==> config.mk <==
export PLATFORM = sky130hd
export DESIGN_NAME = nios_led_out
export DESIGN_NICKNAME = d
export VERILOG_FILES = /design/src/rtl/nios_led_out.sv
export SDC_FILE = /design/constraint.sdc
export NUM_CORES = 1
export LEC_CHECK = 0
export ABC_AREA = 1
export BUFFER_PORTS_ARGS = -buffer_cell sky130_fd_sc_hd__buf_2
export CAP_MARGIN = 20
export CORE_ASPECT_RATIO = 0.75
export CORE_MARGIN = 8
export CORE_UTILIZATION = 32
export DETAILED_ROUTE_END_ITERATION = 16
export GPL_ROUTABILITY_DRIVEN = 0
export GPL_TIMING_DRIVEN = 1
export MAX_ROUTING_LAYER = met4
export PLACE_DENSITY = 0.75
export SLEW_MARGIN = 25
export SYNTH_ARGS = -nofsm -noshare
export SYNTH_HDL_FRONTEND = slang
export SYNTH_SLANG_ARGS = --single-unit
export TNS_END_PERCENT = 30
==> constraint.sdc <==
create_clock -name clk -period 0.8 [get_ports clk]
set_input_delay 0.04 -clock clk [delete_from_list [all_inputs] [get_ports clk]]
set_output_delay 0.04 -clock clk [all_outputs]
set_load 0.02 [all_outputs]
==> src/rtl/nios_led_out.sv <==
// +--------------------------------------------------------------------------+
// | nios_led_out : Avalon-MM output port with set/clear and one-shot pulse    |
// | Optional pulse engine enabled by NIOS_LED_OUT_PULSE_EN.  Revision: 1.0    |
// +--------------------------------------------------------------------------+
`default_nettype none

module nios_led_out #(
  parameter int               WIDTH       = 8,
  parameter int               PULSE_W     = 16,
  parameter logic [WIDTH-1:0] RESET_VALUE = '0
) (
  input  logic             clk,
  input  logic             reset_n,
  input  logic [2:0]       address,
  input  logic             chipselect,
  input  logic             write_n,
  input  logic [31:0]      writedata,
  output logic [31:0]      readdata,
  output logic             irq,
  output logic [WIDTH-1:0] out_port
);

  logic             wr;
  logic [WIDTH-1:0] wd;
  logic [WIDTH-1:0] out_wr;
  logic [WIDTH-1:0] out_d, out_q;
  logic [31:0]      readdata_d, readdata_q;
  logic             unused_ok;

  assign wr        = chipselect & ~write_n;
  assign wd        = writedata[WIDTH-1:0];
  assign unused_ok = ^writedata;

  // Output value after any DATA/OUTSET/OUTCLR write; the pulse toggle is applied on top.
  always_comb begin
    out_wr = out_q;
    if (wr) begin
      case (address)
        3'd0:    out_wr = wd;
        3'd4:    out_wr = out_q | wd;
        3'd5:    out_wr = out_q & ~wd;
        default: out_wr = out_q;
      endcase
    end
  end

`ifdef NIOS_LED_OUT_PULSE_EN
  typedef enum logic [0:0] {IDLE = 1'b0, ACTIVE = 1'b1} state_t;

  state_t             state_d, state_q;
  logic [PULSE_W-1:0] len_d, len_q;
  logic [PULSE_W-1:0] cnt_d, cnt_q;
  logic [WIDTH-1:0]   mask_d, mask_q;
  logic               irq_mask_d, irq_mask_q;
  logic               done_d, done_q;
  logic               overrun_d, overrun_q;
  logic               pulse_wr;
  logic               restore;

  assign pulse_wr = wr && (address == 3'd6);
  assign restore  = (state_q == ACTIVE) && (cnt_q == PULSE_W'(1));

  always_comb begin
    state_d    = state_q;
    len_d      = len_q;
    cnt_d      = cnt_q;
    mask_d     = mask_q;
    irq_mask_d = irq_mask_q;
    done_d     = done_q;
    overrun_d  = overrun_q;
    out_d      = out_wr;

    if (wr && (address == 3'd1)) len_d      = writedata[PULSE_W-1:0];
    if (wr && (address == 3'd2)) irq_mask_d = writedata[0];
    if (wr && (address == 3'd3)) begin
      done_d    = 1'b0;
      overrun_d = 1'b0;
    end

    // Set conditions below take priority over the STATUS write clear above.
    case (state_q)
      IDLE: begin
        if (pulse_wr && (wd != '0)) begin
          out_d   = out_wr ^ wd;
          mask_d  = wd;
          cnt_d   = (len_q == '0) ? PULSE_W'(1) : len_q;
          state_d = ACTIVE;
        end
      end
      ACTIVE: begin
        cnt_d = cnt_q - PULSE_W'(1);
        if (pulse_wr) overrun_d = 1'b1;
        if (restore) begin
          out_d   = out_wr ^ mask_q;
          done_d  = 1'b1;
          state_d = IDLE;
        end
      end
      default: state_d = IDLE;
    endcase

    case (address)
      3'd0:    readdata_d = 32'(out_q);
      3'd1:    readdata_d = 32'(len_q);
      3'd2:    readdata_d = {31'b0, irq_mask_q};
      3'd3:    readdata_d = {29'b0, overrun_q, done_q, (state_q == ACTIVE)};
      default: readdata_d = '0;
    endcase
  end

  always_ff @(posedge clk) begin
    if (!reset_n) begin
      out_q      <= RESET_VALUE;
      readdata_q <= '0;
      state_q    <= IDLE;
      len_q      <= '0;
      cnt_q      <= '0;
      mask_q     <= '0;
      irq_mask_q <= 1'b0;
      done_q     <= 1'b0;
      overrun_q  <= 1'b0;
    end else begin
      out_q      <= out_d;
      readdata_q <= readdata_d;
      state_q    <= state_d;
      len_q      <= len_d;
      cnt_q      <= cnt_d;
      mask_q     <= mask_d;
      irq_mask_q <= irq_mask_d;
      done_q     <= done_d;
      overrun_q  <= overrun_d;
    end
  end

  assign irq = done_q & irq_mask_q;

`else
  always_comb begin
    out_d = out_wr;
    case (address)
      3'd0:    readdata_d = 32'(out_q);
      default: readdata_d = '0;
    endcase
  end

  always_ff @(posedge clk) begin
    if (!reset_n) begin
      out_q      <= RESET_VALUE;
      readdata_q <= '0;
    end else begin
      out_q      <= out_d;
      readdata_q <= readdata_d;
    end
  end

  assign irq = 1'b0;
`endif

  assign out_port = out_q;
  assign readdata = readdata_q;

endmodule

`default_nettype wire

==> results of run 1 <==
layout make-up:
class	count	area share
Clock buffer	4	0.0298
Tap cell	36	0.0370
Multi-Input combinational cell	79	0.299
Sequential cell	16	0.279
Timing Repair Buffer	47	0.319
Inverter	12	0.0370
placed cells by master, fill, tap and decap left out:
cell           netlist  routed
conb_1               1      25
nand2_1             17      17
buf_6                0      16
dfxtp_2              0      15
buf_2                0      14
buf_4               27      13
inv_1               12      12
nor2_1               9       9
nand3b_1             8       8
nand3_1              8       8
a21oi_1              8       8
dlygate4sd3_1        0       4
clkbuf_4             0       3
or2_1                1       1
a21oi_2              1       1
nor2_4               1       1
nor2b_1              1       1
clkbuf_8             0       1
dfxtp_1             16       1
power groups by stage:
stage	Sequential, mW	Clock, mW	Combinational, mW
final	0.812	0.529	0.316
after global routing	0.814	0.589	0.343
after detailed placement	0.830	0	0.270
after CTS	0.812	0.545	0.309
after floorplan	0.840	0	0.272
after global placement	0.829	0	0.268
cells by family after synthesis:
group / count (synthesis)
AND/OR/NAND/NOR: 45
buffers and inverters: 39
flip-flops: 16
AO/OA/AOI/OAI: 9
other: 1
routing by layer:
metal / global-route usage / wire length [um]
met1: 0.107 / 919
met2: 0.149 / 968
met3: 0.0462 / 186
met4: 0.0163 / 8
met5: - / 0
state kept, by name (all words and copies together) (netlist names):
| signal | flops |
|---|---|
| out_port | 8 |
| readdata | 8 |
per-stage QoR:
stage	setup WS [ns]	power, mW	instance area (um^2)	TNS, ns
4_1_cts	0.000130	1.67	1170	0
3_3_place_gp	-0.116	1.10	962	-1.65
6_report	0.00885	1.66	1220	0
2_1_floorplan	0.0169	1.11	932	0
3_5_place_dp	-0.138	1.10	962	-1.84
5_1_grt	-0.0351	1.75	1220	-0.188
repair_timing:
item                                    4_1_cts  5_1_grt
hold endpoints to repair                      4        0
setup buffers                                 8        0
gates resized for setup                      27       20
hold buffers                                  4        0
endpoints found under the setup margin       11       16
gates cloned                                  0        0
final timing paths:
kind | startpoint | to | slack [ns] | cells after the start
max | out_port[5] | out_port[5] | 0.009 | 1
min | writedata[2] | out_port[2] | 0.009 | 3
max reg2reg | out_port[2] | out_port[2] | 0.11 | 3
min reg2reg | out_port[0] | readdata[0] | 0.56 | 3
==> results.json, run 1 <==
{
  "p_seq_frac": 0.490,
  "dpl.hpwl_um": 1570,
  "first_global_vias": 709,
  "drc": 0,
  "rows": 16,
  "synthCells": 110,
  "final_core_util": 0.475,
  "ys_ff_latch": 16,
  "grt_max_degree": 10,
  "crit_chain": "buf_6",
  "synthAdderAreaFrac": 0,
  "vias_per_cell": 3.81,
  "max_freq_mhz": 1260,
  "avgSynthCellArea_um2": 7.66,
  "slew_viol_final": 0,
  "arrival_ns": 0.75,
  "p_per_area_mw_per_mm2": 1360,
  "synth_ff_type": "dfxtp_1",
  "clockBufferDepth": 2,
  "grt.total_usage": 0.0941,
  "p_leak_nw": 0.553,
  "placedCellCount": 178,
  "synth_cell_types": 13,
  "worst_hold_path_type": "primary input to flip-flop",
  "path_clk_slew_ns": 0.09,
  "antenna_found_initial": 0,
  "io_pins": 80,
  "path_max_fanout": 2,
  "grt_pass1_wl_um": 3190,
  "synthSimpleGateAreaFrac": 0.263,
  "yosys.area.top_type": "dfxtp_1",
  "worstSetupEndpointType": "primary output",
  "synth_xor_area_frac": 0,
  "async_flop_share": 0,
  "drtPass1Iterations": 4,
  "synthToLayoutAreaGrowth_pct": 44.6,
  "rsz0062_at_grt": "yes",
  "p_sw_frac": 0.281,
  "cpLargestDelayFamily": "flip-flops",
  "skew_ns": 0.00420,
  "routed_wl_um": 2080,
  "power.internal_mw": 1.19,
  "ys_seq_area_frac": 0.380,
  "ant_nets": 0,
  "drive_gt1_frac": 0.405,
  "cts_tree": "built",
  "insertion_delay_ns": 0.29,
  "fin_crit_ns": 0.791,
  "synth_edf_count": 0,
  "first_iter_violations": 20,
  "multiInputGateArea_um2": 364,
  "cp_data_required_time_ns": 0.76,
  "maxCapViolCount": 0,
  "wl_per_cell_um": 10.7,
  "period_share": 0.989,
  "synthTopCellsByArea": "dfxtp_1 (38%), buf_4 (24%), nand2_1 (7.6%)",
  "overflow": 0,
  "switching_power_mw": 0.466,
  "crit_buf_inv": 1,
  "fin_nets": 198,
  "layout.cells.non_filler": 194,
  "fill_cells": 275,
  "yosys_warnings": 0,
  "coreArea_mm2": 0.00256,
  "cpPeakStageDelay_ns": 0.35,
  "hold_ws_ns": 0.00886,
  "synth_mux_area_frac": 0,
  "status": "complete, no violations",
  "io_buffers": 30,
  "die_area_mm2": 0.00455,
  "synth_top_area_share": 0.380,
  "htree_levels": 1,
  "cts.sinks": 16,
  "cp_slowest_cell": "dfxtp_2",
  "irDropWorstVdd_v": 0.000496,
  "cts_root_buffer": "clkbuf_4",
  "yosysMostFrequentCell": "buf_4",
  "insertedDiodeCount": 0,
  "synth_common_cells": "buf_4 (27), nand2_1 (17), dfxtp_1 (16)",
  "num_vias": 739,
  "die_h_um": 60.4,
  "final-seq-area_um2": 339,
  "setup_viol": 0,
  "worst_setup_path_start_kind": "flip-flop",
  "netlist_area_um2": 842,
  "cts_buffers": 3,
  "combPwrFrac": 0.191,
  "crit_type": "flip-flop to primary output",
  "start_util": 0.329,
  "fp.dieW_um": 75.2,
  "synth_top_family_by_area": "buffers and inverters",
  "clock_power_share": 0.319,
  "final_hold_viol_count": 0,
  "synth_compound_area_frac": 0.0579
}
(Power assumes the default switching activity.)
==> run 2, diff against run 1 <==
--- a/config.mk
+++ b/config.mk
@@ -8,14 +8,13 @@
 export ABC_AREA = 1
 export BUFFER_PORTS_ARGS = -buffer_cell sky130_fd_sc_hd__buf_2
 export CAP_MARGIN = 20
-export CORE_ASPECT_RATIO = 0.75
 export CORE_MARGIN = 8
-export CORE_UTILIZATION = 32
+export CORE_UTILIZATION = 36
 export DETAILED_ROUTE_END_ITERATION = 16
 export GPL_ROUTABILITY_DRIVEN = 0
 export GPL_TIMING_DRIVEN = 1
 export MAX_ROUTING_LAYER = met4
-export PLACE_DENSITY = 0.75
+export PLACE_DENSITY = 0.79
 export SLEW_MARGIN = 25
 export SYNTH_ARGS = -nofsm -noshare
 export SYNTH_HDL_FRONTEND = slang
==> constraint.sdc (replaced) <==
create_clock -name clk -period 0.9 [get_ports clk]
set_input_delay 0.045 -clock clk [delete_from_list [all_inputs] [get_ports clk]]
set_output_delay 0.045 -clock clk [all_outputs]
set_load 0.02 [all_outputs]
==> run 2 against run 1 <==
Core utilization down 1.1 points. Register-to-register slack gained 0.18 ns. Count of clock-buffer cells in the layout is the same. Clock power shrank 9.3%. Worst hold slack gained 0.0019 ns. Wire length fell by 4.1%. First-iteration DRC count is 30% lower. Worst setup slack improved by 0.025 ns. Flip-flop and latch count unchanged. Sequential share of layout area up 3.9 points. Total power is 12% lower. Non-clock buffer count is 11 lower.
==> results.json, run 2 (synthesized netlist as in run 1, its figures left out) <==
{
  "slew_viol_final": 0,
  "vias_per_cell": 4.14,
  "irDropWorstVdd_v": 0.000819,
  "synthToLayoutAreaGrowth_pct": 22.0,
  "post-cts-setup-buffers": 0,
  "skew_ns": 0.00524,
  "path_clk_slew_ns": 0.09,
  "cpLargestDelayFamily": "buffers and inverters",
  "switching_power_mw": 0.419,
  "overflow": 0,
  "drtPass1Iterations": 4,
  "layout_commonest_cell": "conb_1",
  "path_max_fanout": 2,
  "drive_gt1_frac": 0.306,
  "power.internal_mw": 1.04,
  "cts_root_buffer": "clkbuf_4",
  "antenna_found_initial": 0,
  "placedCellCount": 169,
  "cts_buffers": 3,
  "layout_setup_ws_ns": 0.0342,
  "rows": 17,
  "status": "complete, no violations",
  "grt_pass1_wl_um": 3130,
  "p_per_area_mw_per_mm2": 1420,
  "cts.sinks": 16,
  "crit_type": "primary input to flip-flop",
  "ant_nets": 0,
  "cpPeakStageDelay_ns": 0.53,
  "grt_max_degree": 10,
  "worst_setup_path_start_kind": "primary input",
  "p_leak_nw": 0.481,
  "final_hold_viol_count": 0,
  "coreArea_mm2": 0.00221,
  "wl_met2_um": 1010,
  "wl_met3_um": 128,
  "final_cell_mix": "conb_1 (25), buf_2 (22), nand2_1 (17), inv_1 (12), buf_4 (12)",
  "clockBufferDepth": 2,
  "routed_wl_um": 2000,
  "cp_data_required_time_ns": 1.12,
  "first_iter_violations": 14,
  "setup_viol": 0,
  "worstSetupEndpointType": "flip-flop",
  "insertion_delay_ns": 0.29,
  "cts_tree": "built",
  "fin_crit_ns": 0.866,
  "regToRegSetupSlack_ns": 0.29,
  "die_area_mm2": 0.00414,
  "combPwrFrac": 0.174,
  "grt.total_usage": 0.0968,
  "insertedDiodeCount": 0,
  "rsz0062_at_grt": "no",
  "place_ws_ns": -0.0655,
  "power.total_mw": 1.45,
  "layout.cells.non_filler": 175,
  "max_freq_mhz": 1150,
  "arrival_ns": 1.08,
  "first_global_vias": 734,
  "p_sw_frac": 0.288,
  "fin_nets": 187,
  "dpl.hpwl_um": 1610,
  "fill_cells": 238,
  "clock_power_share": 0.330,
  "io_buffers": 30,
  "fp.dieW_um": 64.4,
  "crit_chain": "dlygate4sd3_1 -> buf_2 -> nand3b_1 -> nand3_1 -> nand2_1 -> a21oi_1",
  "die_h_um": 64.4,
  "met1_length_um": 853,
  "worst_hold_path_type": "primary input to flip-flop",
  "crit_buf_inv": 2,
  "p_seq_frac": 0.497,
  "cp_slowest_cell": "dlygate4sd3_1",
  "drc": 0,
  "maxCapViolCount": 0,
  "io_pins": 80,
  "hold_ws_ns": 0.0107,
  "period_share": 0.962,
  "htree_levels": 1,
  "num_vias": 725,
  "start_util": 0.381,
  "top_layer": "met4",
  "wl_per_cell_um": 11.4
}
==> run 2: cell types whose count changed in the layout (fill, tap and decap cells not counted) <==
cell / change
buf_6: -16
dfxtp_1: +10
dfxtp_2: -10
buf_2: +8
dlygate4sd3_1: -2
buf_4: -1
==> run 2: power by group through the flow <==
stage / logic, mW / registers, mW / clock network [mW]
final: 0.252 / 0.722 / 0.480
after global routing: 0.274 / 0.724 / 0.533
after CTS: 0.237 / 0.721 / 0.492
after detailed placement: 0.236 / 0.738 / 0
after global placement: 0.230 / 0.737 / 0
after floorplan: 0.242 / 0.747 / 0
==> run 2: per-layer routing <==
layer	up-vias	track usage
met1	324	0.0978
met4	0	0.0490
li1	366	-
met2	33	0.159
met3	2	0.0383
met5	-	-
==> run 2: final cells by class <==
class	count	area, um^2	share of cell area
Multi-Input combinational cell	79	364	0.354
Timing Repair Buffer	36	220	0.214
Inverter	12	45.0	0.0438
Tap cell	28	35.0	0.0341
Clock buffer	4	36.3	0.0353
Sequential cell	16	327	0.318
==> run 2: final timing paths <==
check	from	endpoint	depth (start not counted)
worst max-delay path	writedata[4]	out_port[4]	6
worst min-delay path	writedata[7]	out_port[7]	3
worst max register to register	out_port[0]	out_port[0]	2
worst min register to register	out_port[3]	readdata[3]	2
==> run 2: worst reg2reg max path, delay by kind of cell, from the launching register on <==
kind / cells / cell delay, ns
and+or+nand+nor: 1 / 0.06
AOI/OAI and AO/OA: 1 / 0.12
DFF: 1 / 0.37
==> run 2: stage by stage <==
step	utilization	area, um^2	setup TNS (ns)
floorplan	-	932	0
global placement	0.427	945	-0.0713
detailed placement	0.427	945	-0.284
CTS	0.443	981	0
global route	0.464	1030	0
finish	0.464	1030	0
==> run 2: repair_timing <==
item,CTS,global route
endpoints found under the hold margin,0,2
hold buffers,0,2
gates resized for setup,0,13
setup endpoints to repair,0,8
==> run 3, diff against run 2 <==
--- a/config.mk
+++ b/config.mk
@@ -15,6 +15,7 @@
 export GPL_TIMING_DRIVEN = 1
 export MAX_ROUTING_LAYER = met4
 export PLACE_DENSITY = 0.79
+export RECOVER_POWER = 25
 export SLEW_MARGIN = 25
 export SYNTH_ARGS = -nofsm -noshare
 export SYNTH_HDL_FRONTEND = slang
==> run 3 against run 2 <==
Sequential power barely moved. Non-clock buffer count stayed put. Via count unchanged. Worst hold slack about the same. Cell area stayed put. Total power is essentially flat. Highest routed layer unchanged.
==> results.json, run 3 (synthesized netlist as in run 1, its figures left out) <==
{
  "status": "complete, no violations",
  "drive_gt1_frac": 0.306,
  "place_ws_ns": -0.0655,
  "final_core_util": 0.464,
  "regToRegSetupSlack_ns": 0.29,
  "rsz0062_at_grt": "no",
  "maxCapViolCount": 0,
  "layout_commonest_cell": "conb_1",
  "rows": 17,
  "multiInputGateArea_um2": 364,
  "worst_hold_path_type": "primary input to flip-flop",
  "hold_ws_ns": 0.0107,
  "worstSetupStartpoint": "writedata[4]",
  "cts_buffers": 3,
  "p_leak_nw": 0.481,
  "hold_path_end": "out_port[7]",
  "fp.dieW_um": 64.4,
  "layout_setup_ws_ns": 0.0342,
  "fin_crit_ns": 0.866,
  "htree_levels": 1,
  "grt_max_degree": 10,
  "worst_setup_path_start_kind": "primary input",
  "path_clk_slew_ns": 0.09,
  "skew_ns": 0.00524,
  "cts_tree": "built",
  "vias_per_cell": 4.14,
  "crit_type": "primary input to flip-flop",
  "worstSetupEndpointType": "flip-flop",
  "final_cell_mix": "conb_1 (25), buf_2 (22), nand2_1 (17), inv_1 (12), buf_4 (12)",
  "irDropWorstVdd_v": 0.000819,
  "overflow": 0,
  "rr_endpoint": "out_port[0]",
  "fin_nets": 187,
  "r2r_cells": 2,
  "first_global_vias": 734,
  "ant_nets": 0,
  "start_util": 0.381,
  "arrival_ns": 1.08,
  "period_share": 0.962,
  "insertedDiodeCount": 0,
  "min_path_cells": 3,
  "io_pins": 80,
  "final-seq-area_um2": 327,
  "coreArea_mm2": 0.00221,
  "path_max_fanout": 2,
  "synthToLayoutAreaGrowth_pct": 22.0,
  "p_per_area_mw_per_mm2": 1420,
  "clockBufferDepth": 2,
  "wl_per_cell_um": 11.4,
  "die_h_um": 64.4,
  "routed_wl_um": 2000,
  "insertion_delay_ns": 0.29,
  "slew_viol_final": 0,
  "grt_pass1_wl_um": 3130,
  "drc": 0,
  "dpl.hpwl_um": 1610,
  "cts.sinks": 16,
  "num_vias": 725,
  "grt.total_usage": 0.0968,
  "post-cts-setup-buffers": 0,
  "cts_root_buffer": "clkbuf_4",
  "antenna_found_initial": 0,
  "die_area_mm2": 0.00414,
  "fill_cells": 238,
  "first_iter_violations": 14,
  "max_freq_mhz": 1150,
  "min_from": "writedata[7]",
  "io_buffers": 30,
  "r2r_start": "out_port[0]",
  "setup_viol": 0,
  "drtPass1Iterations": 4,
  "final_hold_viol_count": 0,
  "cp_data_required_time_ns": 1.12
}
## run 3: layer usage
metal  track usage  part of all wire
met5             -                 0
met1        0.0978              0.43
met2         0.159              0.50
met3        0.0383             0.064
met4        0.0490            0.0040
## run 3: area by class of cell
class / count / share of cell area
clock buffer: 4 / 0.0353
timing repair buffer: 36 / 0.214
tap: 28 / 0.0341
inverter: 12 / 0.0438
sequential: 16 / 0.318
multi-input combinational: 79 / 0.354
## run 3: what timing repair did
item | in CTS | in global routing
hold buffers | 0 | 2
resized for setup | 0 | 13
endpoints found under the setup margin | 0 | 8
endpoints found under the hold margin | 0 | 2
## run 3: worst max path at each step
stage / to / slack (ns) / cells after the start
2_1_floorplan: out_port[0] / 0.11 / 6
3_3_place_gp: out_port[1] / -0.01 / 6
3_5_place_dp: out_port[7] / -0.07 / 6
4_1_cts: out_port[4] / 0.01 / 1
5_1_grt: out_port[0] / 0.002 / 1
6_report: out_port[4] / 0.03 / 6
## run 3: critical path, cell delays in order
cell and delay, ns:
dlygate4sd3_1 0.53, buf_2 0.12, nand3b_1 0.14, nand3_1 0.09
nand2_1 0.05, a21oi_1 0.10
## run 3: power breakdown
group	total (mW)	switching [mW]	internal, mW
Clock	0.480	0.234	0.246
Combinational	0.252	0.179	0.0727
Sequential	0.722	0.00572	0.716
Total	1.45	0.419	1.04
## run 3: per-stage QoR
stage	std cells	cell area (um^2)	setup TNS, ns	total power [mW]
after global routing	175	1030	0	1.53
final	175	1030	0	1.45
after CTS	173	981	0	1.45
after floorplan	134	932	0	0.989
after detailed placement	169	945	-0.284	0.974
after global placement	169	945	-0.0713	0.967
